`config.mk`:
```
export PLATFORM = sky130hd
export DESIGN_NAME = uart_rx_os
export DESIGN_NICKNAME = d
export VERILOG_FILES = /design/src/rtl/uart_pkg.sv /design/src/rtl/uart_baud_tick.sv /design/src/rtl/uart_rx_os.sv
export SDC_FILE = /design/constraint.sdc
export NUM_CORES = 1
export LEC_CHECK = 0
export BUFFER_PORTS_ARGS = -buffer_cell sky130_fd_sc_hd__buf_2
export CAP_MARGIN = 20
export CORE_MARGIN = 4
export CORE_UTILIZATION = 66
export CTS_BUF_LIST = sky130_fd_sc_hd__clkbuf_8
export CTS_CLUSTER_SIZE = 25
export DETAILED_ROUTE_END_ITERATION = 16
export MAX_ROUTING_LAYER = met4
export PLACE_DENSITY = 0.87
export SETUP_SLACK_MARGIN = 0.2
export SLEW_MARGIN = 20
export SYNTH_ARGS = -nofsm -noshare
export SYNTH_HDL_FRONTEND = slang
export SYNTH_SLANG_ARGS = --single-unit
export TNS_END_PERCENT = 20
```
`constraint.sdc`:
```
create_clock -name i_clk -period 4 [get_ports i_clk]
set_clock_uncertainty 0.05 [all_clocks]
set_input_delay 0.2 -clock i_clk [delete_from_list [all_inputs] [get_ports i_clk]]
set_output_delay 0.2 -clock i_clk [all_outputs]
set_load 0.02 [all_outputs]
```
`src/rtl/uart_pkg.sv`:
```
// uart_pkg: parity mode constants, receiver FSM encoding and baud divider helper
package uart_pkg;
  localparam int UART_CHECK_NONE = 0;
  localparam int UART_CHECK_ODD = 1;
  localparam int UART_CHECK_EVEN = 2;
  typedef enum logic [2:0] {IDLE, START, DATA, PARITY, STOP} state_t;
  function automatic int calc_div(input int clk_hz, input int baud, input int os);
    return clk_hz / (baud * os) > 1 ? clk_hz / (baud * os) : 1;
  endfunction
endpackage

```
`src/rtl/uart_baud_tick.sv`:
```
// uart_baud_tick: one-cycle tick every DIV clocks (clk, rst_n active-low sync, restart realigns phase -> tick)
module uart_baud_tick #(
  parameter int DIV = 1
) (
  input  logic clk,
  input  logic rst_n,
  input  logic restart,
  output logic tick
);
  localparam int CW = DIV > 1 ? $clog2(DIV) : 1;
  logic [CW-1:0] cnt;
  assign tick = cnt == CW'(DIV - 1);
  always_ff @(posedge clk)
    if (!rst_n || restart || tick) cnt <= '0;
    else cnt <= cnt + 1'b1;
endmodule

```
`src/rtl/uart_rx_os.sv`:
```
// uart_rx_os: oversampling UART receiver (i_clk, i_rst_n, i_uart_rx -> data/valid/ready handshake, parity/frame/overrun flags, busy)
module uart_rx_os
  import uart_pkg::*;
#(
  parameter int P_SYSTEM_CLK = 50_000_000,
  parameter int P_UART_BAUDRATE = 115200,
  parameter int P_UART_DATA_WIDTH = 8,
  parameter int P_UART_STOP_WIDTH = 1,
  parameter int P_UART_CHECK = 0,
  parameter int P_OVERSAMPLE = 16
) (
  input  logic                         i_clk,
  input  logic                         i_rst_n,
  input  logic                         i_uart_rx,
  output logic [P_UART_DATA_WIDTH-1:0] o_user_rx_data,
  output logic                         o_user_rx_valid,
  input  logic                         i_user_rx_ready,
  output logic                         o_parity_err,
  output logic                         o_frame_err,
  output logic                         o_overrun,
  output logic                         o_busy
);
  localparam int DIV = calc_div(P_SYSTEM_CLK, P_UART_BAUDRATE, P_OVERSAMPLE);
  localparam int OW = $clog2(P_OVERSAMPLE);
  localparam int BW = $clog2(P_UART_DATA_WIDTH);
  localparam logic [OW-1:0] S0 = OW'(P_OVERSAMPLE / 2 - 1);
  localparam logic [OW-1:0] S1 = OW'(P_OVERSAMPLE / 2);
  localparam logic [OW-1:0] S2 = OW'(P_OVERSAMPLE / 2 + 1);
  state_t state;
  logic rx_m, rx_s, rx_p, tick, v0, v1, stop_cnt, per, fer;
  logic fall, wrap, s_last, vote, done;
  logic [OW-1:0] os_cnt, os_nxt;
  logic [BW-1:0] bit_cnt;
  logic [P_UART_DATA_WIDTH-1:0] sh;
  assign fall = state == IDLE && rx_p && !rx_s;
  assign os_nxt = os_cnt == OW'(P_OVERSAMPLE - 1) ? '0 : os_cnt + 1'b1;
  assign wrap = tick && os_nxt == '0;
  assign s_last = tick && os_nxt == S2;
  assign vote = (v0 & v1) | (v0 & rx_s) | (v1 & rx_s);
  assign done = state == STOP && s_last && stop_cnt == 1'(P_UART_STOP_WIDTH - 1);
  assign o_busy = state != IDLE;
  uart_baud_tick #(.DIV(DIV)) u_tick (
    .clk(i_clk),
    .rst_n(i_rst_n),
    .restart(fall),
    .tick(tick)
  );
  always_ff @(posedge i_clk)
    if (!i_rst_n) {rx_p, rx_s, rx_m} <= '1;
    else {rx_p, rx_s, rx_m} <= {rx_s, rx_m, i_uart_rx};
  always_ff @(posedge i_clk)
    if (!i_rst_n) begin
      state <= IDLE;
      os_cnt <= '0;
      bit_cnt <= '0;
      stop_cnt <= 1'b0;
      {v0, v1, per, fer} <= '0;
      sh <= '0;
      o_user_rx_data <= '0;
      {o_user_rx_valid, o_parity_err, o_frame_err, o_overrun} <= '0;
    end else begin
      o_overrun <= 1'b0;
      if (done) begin
        if (!o_user_rx_valid || i_user_rx_ready)
          {o_user_rx_data, o_user_rx_valid, o_parity_err, o_frame_err} <= {sh, 1'b1, per, fer | ~vote};
        else o_overrun <= 1'b1;
      end else if (i_user_rx_ready) o_user_rx_valid <= 1'b0;
      if (tick && os_nxt == S0) v0 <= rx_s;
      if (tick && os_nxt == S1) v1 <= rx_s;
      if (state != IDLE && tick) os_cnt <= os_nxt;
      case (state)
        IDLE: if (fall) begin
          state <= START;
          os_cnt <= '0;
          bit_cnt <= '0;
          stop_cnt <= 1'b0;
          {per, fer} <= '0;
        end
        START: if (s_last && vote) state <= IDLE;
          else if (wrap) state <= DATA;
        DATA: begin
          if (s_last) sh <= {vote, sh[P_UART_DATA_WIDTH-1:1]};
          if (wrap) begin
            bit_cnt <= bit_cnt + 1'b1;
            if (bit_cnt == BW'(P_UART_DATA_WIDTH - 1)) state <= P_UART_CHECK != UART_CHECK_NONE ? PARITY : STOP;
          end
        end
        PARITY: begin
          if (s_last) per <= (^sh ^ vote) != (P_UART_CHECK == UART_CHECK_ODD);
          if (wrap) state <= STOP;
        end
        STOP: begin
          if (s_last && !vote) fer <= 1'b1;
          if (done) state <= IDLE;
          else if (wrap) stop_cnt <= 1'b1;
        end
        default: state <= IDLE;
      endcase
    end
endmodule

```
==> results.cfg <==
[outcome]
status = complete, no violations

[power]
powerDensity_mw_per_mm2 = 339
p_int_mw = 0.559
p_sw_frac = 0.233
ir_drop_v = 0.000328
pwr-share-comb = 0.032
seqPwrFrac = 0.599
p_leak_nw = 0.897
clkPwrFrac = 0.369
p_sw_mw = 0.170

[die]
rows = 19
io_pins = 17
die_height_um = 63.0
core_mm2 = 0.00283
chipWidth_um = 63.0
dieArea_mm2 = 0.00397
start_util = 0.705

[layout]
antenna_cells = 0
area_growth_pct = 7.77
regArea_um2 = 861
num-nets-final = 237
layout.filler_cells = 197
layout.cells.non_filler = 257
layout-drive-gt1-share = 0.133
multiInputGateArea_mm2 = 0.00105
finish.utilization = 0.760

[route]
viasPerCell = 6.07
postRouteAntennaNets = 0
wl_per_cell_um = 15.4
post-route-drc-count = 0
finalWirelength_um = 3960
dr.first_iter.drc_count = 153
dr.pass1.iters = 4
vias = 1560

[setup_path]
critical_path_class = reg -> reg
critPathCaptureType = flip-flop
required_ns = 4.13
r2r_setup_slack_ns = 1.81
critical_path.max_fanout = 11
critPathArrivalTime_ns = 2.32
start_kind = flip-flop

[synthesis]
yosysUniqueCellTypes = 40
synth.area.top_cells = dfxtp_1, mux2i_1, nor2_1
ys.flop_type = dfxtp_1
synth.avg_cell_area_um2 = 9.50
synthDominantCellAreaShare = 0.431
synth_common_cells = dfxtp_1, nor2_1, mux2i_1
ys_seq_area_frac = 0.431
async_flop_share = 0
syn_nets = 222
synth_area_leader_cell = dfxtp_1
ys_ff_latch = 43
synth.most_common_cell = dfxtp_1
yosysWarnings = 0
synth_edf_count = 0
synthesis.area_mm2 = 0.00200
synth_cells = 210

[sta]
period_share = 0.548
finalHoldViolCount = 0
slew_headroom = 0.624
hold_ws_ns = 0.0276
setup_viol = 0
fmax_ghz = 0.456
drv_slew = 0
period_minus_slack_ns = 2.19
rsz0062_at_grt = false
tightest_slew_ns = 0.560
timing.setup.tns_ns = 0

[global_route]
grt_usage = 0.220
grt_first_pass_wirelength_um = 6840
antenna_found_initial = 0
grt_pass1_vias = 1490
overflow = 0
grt_max_degree = 27

[placed_design]
dp_cells = 249
place.gp.congestion = 0.847
dp_hpwl_um = 2870
io_buffers = 16

[clock_tree]
clockBufferDepth = 2
cts.sinks = 43
cts_made_buffers = 5
hold_buffers = 0
cts-root-buf = clkbuf_8
clk_latency_ns = 0.30
post_cts_resized = 0
cts_tree = built
ctsHtreeMaxLevel = 2
clkTransAtPathRegs_ns = 0.08
cts_setup_buffers = 0

[run]
maxCapViolations = 0

[hold_path]
holdCritPathClass = in -> reg
==> worst max-delay path, cell delays in order (launching register included) <==
cell and delay [ns]:
dfxtp_1 0.46, ha_1 0.29, xor2_1 0.13, or2_1 0.29, nor4_2 0.27, buf_4 0.26
mux2i_1 0.26, nor2_1 0.06
==> through the flow <==
| stage | total power [mW] | worst slack, ns | area [µm²] |
|---|---|---|---|
| 2_1_floorplan | 0.463 | 2.05 | 2000 |
| 3_3_place_gp | 0.468 | 2.00 | 2070 |
| 3_5_place_dp | 0.470 | 1.85 | 2070 |
| 4_1_cts | 0.730 | 1.82 | 2150 |
| 5_1_grt | 0.749 | 1.69 | 2150 |
| 6_report | 0.729 | 1.81 | 2150 |
==> layout by cell type (no fill, tap or decap), drive strengths merged, types with 2 or more instances in the layout <==
master / count
nor3: 3
o21ai: 8
and3: 2
xnor2: 9
inv: 9
or3: 2
nor3b: 2
a21oi: 5
dfxtp: 43
nand2b: 6
ha: 8
nand2: 18
buf: 17
clkbuf: 5
nand4: 3
nor2: 27
mux2i: 23
nand3: 4
xor2: 4
nand3b: 5
a311oi: 3
nor2b: 4
==> cell families after synthesis <==
logic type               Yosys count  synth area share
AO/OA/AOI/OAI                     23            0.0828
adder cells (fa/ha/maj)            9            0.0552
buffers and inverters             17            0.0433
AND/OR/NAND/NOR                   82             0.215
flip-flops                        43             0.431
multiplexers                      23             0.115
XOR/XNOR                          13            0.0571
==> power groups by stage <==
stage / clock network, mW / registers, mW / logic [mW]
2_1_floorplan: 0 / 0.445 / 0.0185
3_3_place_gp: 0 / 0.446 / 0.0218
3_5_place_dp: 0 / 0.447 / 0.0230
4_1_cts: 0.270 / 0.437 / 0.0231
5_1_grt: 0.285 / 0.438 / 0.0257
6_report: 0.269 / 0.437 / 0.0234
==> routing by layer <==
metal | routed length, µm | vias to the layer above | track usage
met5 | 0 | - | -
li1 | - | 753 | -
met2 | 2040 | 24 | 0.369
met3 | 123 | 10 | 0.0432
met1 | 1710 | 773 | 0.254
met4 | 86 | 0 | 0.0992
==> registers in the layout (all words and copies together) (netlist names) <==
name,count
o_user_rx_data,8
sh,8
u_tick.cnt,5
os_cnt,4
bit_cnt,3
state,3
fer,1
o_frame_err,1
o_overrun,1
o_parity_err,1
o_user_rx_valid,1
per,1
rx_m,1
rx_p,1
rx_s,1
stop_cnt,1
v0,1
v1,1
==> path summary, 6_finish.rpt <==
path	cells past startpoint	startpoint	to
setup / recovery	7	os_cnt[0]	o_user_rx_data[0]
hold / removal	2	i_uart_rx	rx_m
setup reg to reg	7	os_cnt[0]	o_user_rx_data[0]
hold reg to reg	1	rx_m	rx_s
==> cell type report <==
cell class | instances | share of cell area
multi-input combinational | 150 | 0.487
tap | 31 | 0.0180
timing repair buffer | 17 | 0.0407
clock inverter | 3 | 0.00756
clock buffer | 5 | 0.0320
sequential | 43 | 0.400
inverter | 8 | 0.0140
(Power assumes the default switching activity.)
